**config.mk**
```make
export PLATFORM = sky130hd
export DESIGN_NAME = ctrl_word_encoder_flat
export DESIGN_NICKNAME = d
export VERILOG_FILES = /design/src/rtl/ctrl_word_encoder_if.sv /design/src/rtl/ctrl_word_encoder.sv /design/src/flat_wrapper.sv
export SDC_FILE = /design/constraint.sdc
export NUM_CORES = 1
export LEC_CHECK = 0
export CORE_MARGIN = 2
export CORE_UTILIZATION = 50
export DETAILED_ROUTE_END_ITERATION = 16
export PLACE_DENSITY = 0.87
export RECOVER_POWER = 50
export SYNTH_ARGS = -nofsm -noshare
export SYNTH_HDL_FRONTEND = slang
export SYNTH_SLANG_ARGS = --single-unit
```
**constraint.sdc**
```tcl
create_clock -name clk -period 4.3 [get_ports clk]
set_input_delay 1.075 -clock clk [delete_from_list [all_inputs] [get_ports clk]]
set_output_delay 1.075 -clock clk [all_outputs]
set_load 0.02 [all_outputs]
```
**src/rtl/ctrl_word_encoder_if.sv**
```systemverilog
// Handshake bundle between a control-word source/opcode consumer and ctrl_word_encoder.
// Ports: in_valid/in_ready/ctrl_word/imm_sel (input side), out_valid/out_ready/out_opcode (output side),
//        illegal pulse, fifo_count occupancy, err_count illegal-word counter.
interface ctrl_word_encoder_if #(
    parameter int DEPTH = 4,
    parameter int ERR_W = 8
);
    localparam int CW = $clog2(DEPTH) + 1;

    logic             in_valid;
    logic             in_ready;
    logic [8:0]       ctrl_word;
    logic [1:0]       imm_sel;
    logic             out_valid;
    logic             out_ready;
    logic [2:0]       out_opcode;
    logic             illegal;
    logic [CW-1:0]    fifo_count;
    logic [ERR_W-1:0] err_count;

    // master: the environment driving control words and consuming opcodes
    modport master (
        output in_valid, ctrl_word, imm_sel, out_ready,
        input  in_ready, out_valid, out_opcode, illegal, fifo_count, err_count
    );

    // slave: the encoder itself
    modport slave (
        input  in_valid, ctrl_word, imm_sel, out_ready,
        output in_ready, out_valid, out_opcode, illegal, fifo_count, err_count
    );
endinterface

```
**src/rtl/ctrl_word_encoder.sv**
```systemverilog
// Purpose: rebuild 3-bit opcodes from 9-bit control words and queue them in a DEPTH-entry FIFO.
// Latency: one cycle from accepted legal word (empty FIFO) to out_valid/out_opcode; no comb in->out path.
// Backpressure: in_ready = !full (no same-cycle full bypass); illegal words are consumed but stall while full.
//
// Ports: clk, reset_n (async active-low), bus (ctrl_word_encoder_if.slave).
// Optional feature: define CTRL_ENC_ERRCNT_EN to build the saturating illegal-word counter (err_count);
// otherwise err_count is tied to zero.

// Generic FIFO with a registered head output that holds the last popped value when empty.
module ctrl_enc_fifo #(
    parameter int WIDTH = 3,
    parameter int DEPTH = 4
) (
    input  logic                   clk,
    input  logic                   reset_n,
    input  logic                   push_vld,
    input  logic [WIDTH-1:0]       push_dat,
    output logic                   push_rdy,
    output logic                   pop_vld,
    input  logic                   pop_rdy,
    output logic [WIDTH-1:0]       pop_dat,
    output logic [$clog2(DEPTH):0] count
);
    localparam int AW = $clog2(DEPTH);

    logic [WIDTH-1:0] r_mem [DEPTH];
    logic [AW:0]      r_wr_ptr;
    logic [AW:0]      r_rd_ptr;
    logic [WIDTH-1:0] r_head;

    logic             w_full;
    logic             w_empty;
    logic             w_do_push;
    logic             w_do_pop;
    logic [AW:0]      w_count;
    logic [AW:0]      w_cnt_after_pop;
    logic [AW:0]      w_rd_next;
    logic [WIDTH-1:0] w_head_next;

    // Extra pointer bit separates full (MSBs differ) from empty (pointers equal).
    assign w_full          = (r_wr_ptr[AW] != r_rd_ptr[AW]) && (r_wr_ptr[AW-1:0] == r_rd_ptr[AW-1:0]);
    assign w_empty         = (r_wr_ptr == r_rd_ptr);
    assign w_do_push       = push_vld && !w_full;
    assign w_do_pop        = pop_rdy && !w_empty;
    assign w_count         = r_wr_ptr - r_rd_ptr;
    assign w_cnt_after_pop = w_count - (AW+1)'(w_do_pop);
    assign w_rd_next       = r_rd_ptr + (AW+1)'(w_do_pop);

    // Next head: the pushed word if it lands in an otherwise empty FIFO, else the entry
    // at the advanced read pointer; hold when the FIFO drains so the last value stays visible.
    always_comb begin
        w_head_next = r_head;
        if (w_do_push && (w_cnt_after_pop == '0)) begin
            w_head_next = push_dat;
        end else if (w_cnt_after_pop != '0) begin
            w_head_next = r_mem[w_rd_next[AW-1:0]];
        end
    end

    always_ff @(posedge clk) begin
        if (w_do_push) begin
            r_mem[r_wr_ptr[AW-1:0]] <= push_dat;
        end
    end

    always_ff @(posedge clk or negedge reset_n) begin
        if (!reset_n) begin
            r_wr_ptr <= '0;
            r_rd_ptr <= '0;
            r_head   <= '0;
        end else begin
            if (w_do_push) begin
                r_wr_ptr <= r_wr_ptr + 1'b1;
            end
            r_rd_ptr <= w_rd_next;
            r_head   <= w_head_next;
        end
    end

    assign push_rdy = !w_full;
    assign pop_vld  = !w_empty;
    assign pop_dat  = r_head;
    assign count    = w_count;
endmodule

module ctrl_word_encoder #(
    parameter int DEPTH = 4,
    parameter int ERR_W = 8
) (
    input  logic              clk,
    input  logic              reset_n,
    ctrl_word_encoder_if.slave bus
);
    // Control word layout, MSB first:
    // {RegDst, MemToReg, MemWrite, Branch, MemRead, ALUOp[1:0], ALUSrc, RegWrite}
    localparam logic [8:0] CW_RTYPE = 9'b1_0_0_0_0_10_0_1;
    localparam logic [8:0] CW_ITYPE = 9'b0_0_0_0_0_11_1_1;
    localparam logic [8:0] CW_LW    = 9'b0_1_0_0_1_00_1_1;
    localparam logic [8:0] CW_SW    = 9'b0_0_1_0_0_00_1_0;
    localparam logic [8:0] CW_BNE   = 9'b0_0_0_1_0_01_0_0;

    logic                   w_legal;
    logic [2:0]             w_opcode;
    logic                   w_in_ready;
    logic                   w_accept;
    logic                   w_push;
    logic                   w_out_valid;
    logic [2:0]             w_head;
    logic [$clog2(DEPTH):0] w_count;
    logic                   r_illegal;

    always_comb begin
        w_legal  = 1'b1;
        w_opcode = 3'b000;
        case (bus.ctrl_word)
            CW_RTYPE: w_opcode = 3'b000;
            // andi/ori/addi/slti occupy opcodes 001..100 in imm_sel order
            CW_ITYPE: w_opcode = {1'b0, bus.imm_sel} + 3'd1;
            CW_LW:    w_opcode = 3'b101;
            CW_SW:    w_opcode = 3'b110;
            CW_BNE:   w_opcode = 3'b111;
            default:  w_legal  = 1'b0;
        endcase
    end

    // Illegal words complete the handshake but never reach the FIFO.
    assign w_accept = bus.in_valid && w_in_ready;
    assign w_push   = w_accept && w_legal;

    ctrl_enc_fifo #(
        .WIDTH (3),
        .DEPTH (DEPTH)
    ) u_fifo (
        .clk      (clk),
        .reset_n  (reset_n),
        .push_vld (w_push),
        .push_dat (w_opcode),
        .push_rdy (w_in_ready),
        .pop_vld  (w_out_valid),
        .pop_rdy  (bus.out_ready),
        .pop_dat  (w_head),
        .count    (w_count)
    );

    always_ff @(posedge clk or negedge reset_n) begin
        if (!reset_n) begin
            r_illegal <= 1'b0;
        end else begin
            r_illegal <= w_accept && !w_legal;
        end
    end

`ifdef CTRL_ENC_ERRCNT_EN
    logic [ERR_W-1:0] r_err_count;

    always_ff @(posedge clk or negedge reset_n) begin
        if (!reset_n) begin
            r_err_count <= '0;
        end else if (w_accept && !w_legal && (r_err_count != '1)) begin
            r_err_count <= r_err_count + 1'b1;
        end
    end

    assign bus.err_count = r_err_count;
`else
    assign bus.err_count = {ERR_W{1'b0}};
`endif

    assign bus.in_ready   = w_in_ready;
    assign bus.out_valid  = w_out_valid;
    assign bus.out_opcode = w_head;
    assign bus.illegal    = r_illegal;
    assign bus.fifo_count = w_count;
endmodule

```
**src/flat_wrapper.sv**
```systemverilog
// flat-port wrapper written by rule: the top's interface ports become plain ports
module ctrl_word_encoder_flat 
#(
    parameter int DEPTH = 4,
    parameter int ERR_W = 8
)
  (clk, reset_n, bus_in_valid, bus_ctrl_word, bus_imm_sel, bus_out_ready, bus_in_ready, bus_out_valid, bus_out_opcode, bus_illegal, bus_fifo_count, bus_err_count);
  ctrl_word_encoder_if #(.DEPTH(DEPTH), .ERR_W(ERR_W)) bus_i ();
  input  logic clk;
  input  logic reset_n;
  input wire logic [$bits(bus_i.in_valid)-1:0] bus_in_valid;
  input wire logic [$bits(bus_i.ctrl_word)-1:0] bus_ctrl_word;
  input wire logic [$bits(bus_i.imm_sel)-1:0] bus_imm_sel;
  input wire logic [$bits(bus_i.out_ready)-1:0] bus_out_ready;
  output wire logic [$bits(bus_i.in_ready)-1:0] bus_in_ready;
  output wire logic [$bits(bus_i.out_valid)-1:0] bus_out_valid;
  output wire logic [$bits(bus_i.out_opcode)-1:0] bus_out_opcode;
  output wire logic [$bits(bus_i.illegal)-1:0] bus_illegal;
  output wire logic [$bits(bus_i.fifo_count)-1:0] bus_fifo_count;
  output wire logic [$bits(bus_i.err_count)-1:0] bus_err_count;
  assign bus_i.in_valid = bus_in_valid;
  assign bus_i.ctrl_word = bus_ctrl_word;
  assign bus_i.imm_sel = bus_imm_sel;
  assign bus_i.out_ready = bus_out_ready;
  assign bus_in_ready = bus_i.in_ready;
  assign bus_out_valid = bus_i.out_valid;
  assign bus_out_opcode = bus_i.out_opcode;
  assign bus_illegal = bus_i.illegal;
  assign bus_fifo_count = bus_i.fifo_count;
  assign bus_err_count = bus_i.err_count;
  ctrl_word_encoder #(.DEPTH(DEPTH), .ERR_W(ERR_W)) u_core (.clk(clk), .reset_n(reset_n), .bus(bus_i));
endmodule
```
==> results of run 1 <==
-- stage by stage --
stage	utilization [%]	hold WS [ps]	power, uW
2_1_floorplan	-	492	601
3_3_place_gp	63.0	507	747
3_5_place_dp	63.0	519	760
4_1_cts	64.1	535	857
5_1_grt	63.3	545	888
6_report	63.3	529	842
-- state kept, by name, summed over array words and instances (netlist names) --
name / flops
u_core.u_fifo.r_wr_ptr: 3
u_core.bus.illegal: 1
u_core.u_fifo.r_mem: 12
u_core.u_fifo.pop_dat: 3
u_core.u_fifo.r_rd_ptr: 3
-- power by group through the flow --
stage / Sequential [uW] / Clock (uW) / Combinational [uW]
floorplan: 311 / 0 / 290
global placement: 296 / 0 / 450
detailed placement: 300 / 0 / 460
CTS: 295 / 97.1 / 465
global route: 298 / 104 / 486
finish: 293 / 95.4 / 453
-- worst max-delay path, stage by stage, from the launching register on --
cell,delay [ps]
dfrtp_1,420
inv_1,150
ha_1,170
inv_1,40
fa_1,380
xor2_1,260
clkdlybuf4s50_1,650
-- layer usage --
metal / vias to the layer above / routed length [um]
li1: 407 / -
met5: - / 0
met2: 21 / 1230
met4: 0 / 52
met1: 420 / 1170
met3: 5 / 95
-- worst paths after layout --
check / endpoint / slack, ps
max in group asynchronous: u_core.u_fifo.r_wr_ptr[1] / 2830
hold reg to reg: u_core.u_fifo.r_wr_ptr[2] / 530
setup / recovery: bus_fifo_count[2] / 860
min in group asynchronous: u_core.u_fifo.r_rd_ptr[0] / 1150
setup reg to reg: u_core.u_fifo.pop_dat[2] / 1710
hold / removal: u_core.u_fifo.r_wr_ptr[2] / 530
-- cell usage after synthesis, drive strengths merged, types with 3 or more instances --
library cell	number
mux2	5
mux4	3
nand3	4
edfxtp	12
buf	8
dfrtp	10
o21ai	3
inv	8
nand2	4
nor2	3
ha	10
nor3b	3
xor2	4
and2	6
-- area by class of cell --
type / instances / area, um2 / area share [%]
Tap cell: 30 / 37.5 / 2.37
Clock buffer: 4 / 26.3 / 1.66
Sequential cell: 22 / 611 / 38.6
Multi-Input combinational cell: 71 / 647 / 40.9
Inverter: 8 / 30.0 / 1.90
Timing Repair Buffer: 23 / 230 / 14.6
-- logic make-up after synthesis --
logic type,synth area share [%]
buffers and inverters,6.72
and+or+nand+nor,15.4
other,0.280
DFF,45.5
AOI/OAI and AO/OA,7.00
xor gates and xnor gates,4.48
muxes,9.79
adders and majority gates,10.8
-- layout by cell type (no fill, tap or decap), drive strengths merged, types with 5 or more instances in the layout --
cell type,n
dlygate4sd3,7
inv,8
mux2,5
and2,6
clkdlybuf4s50,16
dfrtp,10
conb,8
ha,10
edfxtp,12
==> impl_metrics.toml, run 1 <==
[worst_hold_path]
hold_path.class = "reg2reg"
hold_depth = 1
holdCritStartpoint = "u_core.u_fifo.r_wr_ptr[2]"

[clock_network]
holdBufCountCts = 0
cts.htree.levels = 1
clkSlewWorstSetupHoldPaths_ps = 110
cts-buffers-inserted = 3
cts.repair.resized = 0
clkLatencyLatePin_ps = 310
post_cts_buffers = 0
cts_root_buffer = "clkbuf_4"
cts_tree = "done"
clock-sinks = 22
cts_buffer_depth = 2

[sta]
tightest_slew_ps = 578
period_needed_ps = 3440
setup_violations = 0
max_freq_mhz = 291
grt_setup_unrepaired = "false"
fin_crit_sh_pct = 80.0
layout_setup_ws_ps = 859
drv_slew = 0
hold_viol = 0
final.setup.tns_ps = 0
maxSlewHeadroom_pct = 60.9
skew_ps = 6.68

[grt]
grt_start_max_net_pins = 13
track_usage_pct = 16.8
grt.busiest_layer = "met2"
use_met2_pct = 28.4
met1_usage_pct = 22.2
grt_pass1_wl_um = 3970
grt_util_met3_pct = 2.56
grt_pass1_vias = 837
grt_overflow = 0
antenna_found_initial = 0

[power_and_ir_drop]
p_leak_uw = 0.000617
clkPwrFrac_pct = 11.3
power_switching_uw = 321
p_sw_share_pct = 38.1
comb_power_share_pct = 53.8
seqPwrFrac_pct = 34.8
ir_drop_mv = 0.482
p_int_uw = 522
p_per_area_nw_per_um2 = 533

[logic_synthesis]
synth.top_cells.by_area = "edfxtp_1, dfrtp_1, ha_1, mux4_2, buf_4"
syn-instance-count = 102
synth_edf_count = 12
synth-seq-cells = 22
synth.distinct_cells = 38
post-synth-top-area-fraction_pct = 26.9
synth_area_um2 = 1340
synth_area_leader_cell = "edfxtp_1"
syn_avg_cell_area_um2 = 13.1
yosys_warnings = 0
ys_seq_area_share_pct = 45.5
synthArstFlopShare_pct = 45.5
synth_ff_type = "edfxtp_1"

[place]
io_buffer_count = 23
place_area_um2 = 1580
gp_congestion = 0.807
placedCellCount = 154
hpwl_um = 2080
post-place-ws_ps = 1010

[worst_setup_path]
crit_arrival_ps = 2370
startpoint_type = "flop"
worstPathMaxFanout = 4
r2r_cells = 7
crit_type = "reg2out"
cp-startpoint = "u_core.u_fifo.r_wr_ptr[0]"
r2r_start = "u_core.u_fifo.r_wr_ptr[0]"
end_kind = "output port"
worst-endpoint-required_ps = 3220

[route]
first_iter_violations = 18
vias = 853
post_drt_wl_per_cell_um = 16.2
drtAntennaViolNets = 0
vias_per_cell = 5.40
drcViolationCount = 0
drt_first_pass_iters = 4
drt_wl_total_um = 2560

[floorplanning]
rows = 18
die_x_um = 55.8
die-area_um2 = 3110
die_h_um = 55.8
ios = 32
core-area_um2 = 2500
start_util_pct = 53.7

[final_layout]
drive_gt1_share_pct = 18.0
final_nets = 155
diodes = 0
area_growth_pct = 17.9
nFillCells = 203
final_area_um2 = 1580
finalNonFillerCells = 158

[flow_run]
maxCapViolCount = 0

[outcome]
status = "finished, final reports clean"
(Power assumes the default switching activity.)
==> run 2, diff against run 1 <==
--- a/config.mk
+++ b/config.mk
@@ -6,9 +6,9 @@
 export NUM_CORES = 1
 export LEC_CHECK = 0
 export CORE_MARGIN = 2
-export CORE_UTILIZATION = 50
+export CORE_UTILIZATION = 49
 export DETAILED_ROUTE_END_ITERATION = 16
-export PLACE_DENSITY = 0.87
+export PLACE_DENSITY = 0.86
 export RECOVER_POWER = 50
 export SYNTH_ARGS = -nofsm -noshare
 export SYNTH_HDL_FRONTEND = slang
==> constraint.sdc (replaced) <==
create_clock -name clk -period 3.5 [get_ports clk]
set_input_delay 0.875 -clock clk [delete_from_list [all_inputs] [get_ports clk]]
set_output_delay 0.875 -clock clk [all_outputs]
set_load 0.02 [all_outputs]
==> run 2 against run 1 <==
  * Clock skew down 1.4 ps
  * Cell count unchanged
  * First-iteration DRC count is 5.6% lower
  * Sequential cell count stayed put
  * Core utilization shrank 1.1 points
  * Die area is 1.9% higher
  * Sequential share of layout area unchanged
  * Final area unchanged
  * Register-to-register slack got worse by 770 ps
  * Highest routed layer unchanged
  * Power up 22%
  * Critical path depth is the same
  * Worst hold slack better by 4.0 ps
==> impl_metrics.toml, run 2 (synthesis gave the netlist of run 1 again) <==
[outcome]
status = "finished, final reports clean"

[sta]
holdWs_ps = 533
layout_setup_ws_ps = 269
tightest_slew_ps = 555
period_needed_ps = 3230
hold_viol = 0
max_freq_mhz = 309
maxSlewHeadroom_pct = 62.5
final.setup.tns_ps = 0
drv_slew = 0
setup_violations = 0
grt_setup_unrepaired = "false"
skew_ps = 5.23
fin_crit_sh_pct = 92.3

[clock_network]
cts_buffer_depth = 2
cts_root_buffer = "clkbuf_4"
clkLatencyLatePin_ps = 300
cts_tree = "done"
cts.repair.resized = 0
holdBufCountCts = 0
post_cts_buffers = 0
cts.htree.levels = 1
clock-sinks = 22
clkSlewWorstSetupHoldPaths_ps = 120
cts-buffers-inserted = 3

[place]
io_buffer_count = 23
hpwl_um = 2030
gp_congestion = 0.827
place_area_um2 = 1580
placedCellCount = 154
post-place-ws_ps = 393

[route]
drtAntennaViolNets = 0
post_drt_wl_per_cell_um = 15.3
first_iter_violations = 17
drt_first_pass_iters = 4
vias = 858
drt_wl_total_um = 2420
vias_per_cell = 5.43
drcViolationCount = 0

[power_and_ir_drop]
p_sw_share_pct = 37.9
comb_power_share_pct = 53.7
p_leak_uw = 0.000617
p_int_uw = 637
p_per_area_nw_per_um2 = 649
seqPwrFrac_pct = 35.2
power_switching_uw = 389
ir_drop_mv = 0.575
clkPwrFrac_pct = 11.1

[worst_setup_path]
r2r_start = "u_core.u_fifo.r_wr_ptr[0]"
startpoint_type = "flop"
worstPathMaxFanout = 4
r2r-end = "u_core.u_fifo.pop_dat[1]"
worst-endpoint-required_ps = 2620
ff2ff_setup_slack_ps = 940
crit_type = "reg2out"
crit_arrival_ps = 2360
end_kind = "output port"
r2r_cells = 7
critPathCapture = "bus_fifo_count[2]"
cp-startpoint = "u_core.u_fifo.r_wr_ptr[0]"

[worst_hold_path]
hold_path.class = "reg2reg"
holdCritStartpoint = "u_core.u_fifo.r_rd_ptr[2]"

[floorplanning]
die-area_um2 = 3170
core-area_um2 = 2540
rows = 18
die_x_um = 56.3
die_h_um = 56.3
ios = 32
start_util_pct = 52.7

[final_layout]
diodes = 0
final_area_um2 = 1580
drive_gt1_share_pct = 18.0
final_common_cell = "clkdlybuf4s50_1"
largest_register_ffs = 12
final_nets = 155
area_growth_pct = 17.9
layout_common_cells = "clkdlybuf4s50_1, edfxtp_1, ha_1, dfrtp_1"
finalNonFillerCells = 158

[grt]
grt_pass1_wl_um = 3990
grt_start_max_net_pins = 13
antenna_found_initial = 0
track_usage_pct = 16.5
grt_overflow = 0
grt_pass1_vias = 889

[flow_run]
maxCapViolCount = 0
## run 2: changes by cell type in the layout (fill, tap and decap cells not counted)
cell / before / now
clkbuf_1: 1 / 0
clkdlybuf4s50_1: 16 / 17
clkinv_1: 0 / 1
dlygate4sd3_1: 7 / 6
## run 2: worst min-delay path by stage
stage                                           end  slack [ps]  depth (start not counted)
final                     u_core.u_fifo.r_rd_ptr[2]         530                          1
after global routing      u_core.u_fifo.r_wr_ptr[2]         550                          1
after CTS                 u_core.u_fifo.r_rd_ptr[2]         540                          1
after detailed placement  u_core.u_fifo.r_rd_ptr[2]         520                          1
after global placement    u_core.u_fifo.r_wr_ptr[2]         510                          1
after floorplan           u_core.u_fifo.r_wr_ptr[2]         490                          1
## run 2: stage by stage
stage	total power (uW)	util [%]
2_1_floorplan	739	-
3_3_place_gp	913	61.9
3_5_place_dp	935	61.9
4_1_cts	1050	62.9
5_1_grt	1100	62.1
6_report	1030	62.1
## run 2: worst max-delay path: stages, from the launching register on
cell and delay, ps:
dfrtp_1 420, inv_1 150, ha_1 160, inv_1 50
fa_1 380, xor2_1 250, clkdlybuf4s50_1 650
## run 2: layout make-up
type | instances | area, um2
Timing Repair Buffer | 23 | 230
Fill cell | 215 | 963
Clock buffer | 3 | 22.5
Sequential cell | 22 | 611
Clock inverter | 1 | 3.75
Multi-Input combinational cell | 71 | 647
Tap cell | 30 | 37.5
Inverter | 8 | 30.0
## run 2: layer usage
| layer | global-route usage [%] | vias to the layer above | routed length [um] |
|---|---|---|---|
| met5 | 0 | - | 0 |
| li1 | - | 406 | - |
| met3 | 4.84 | 2 | 136 |
| met1 | 19.9 | 416 | 1020 |
| met4 | 3.06 | 0 | 12 |
| met2 | 29.4 | 34 | 1250 |
## run 2: power groups by stage
stage | Sequential, uW | Combinational (uW) | Clock, uW
finish | 361 | 551 | 113
global route | 367 | 599 | 131
floorplan | 383 | 356 | 0
detailed placement | 366 | 569 | 0
global placement | 364 | 550 | 0
CTS | 362 | 570 | 117
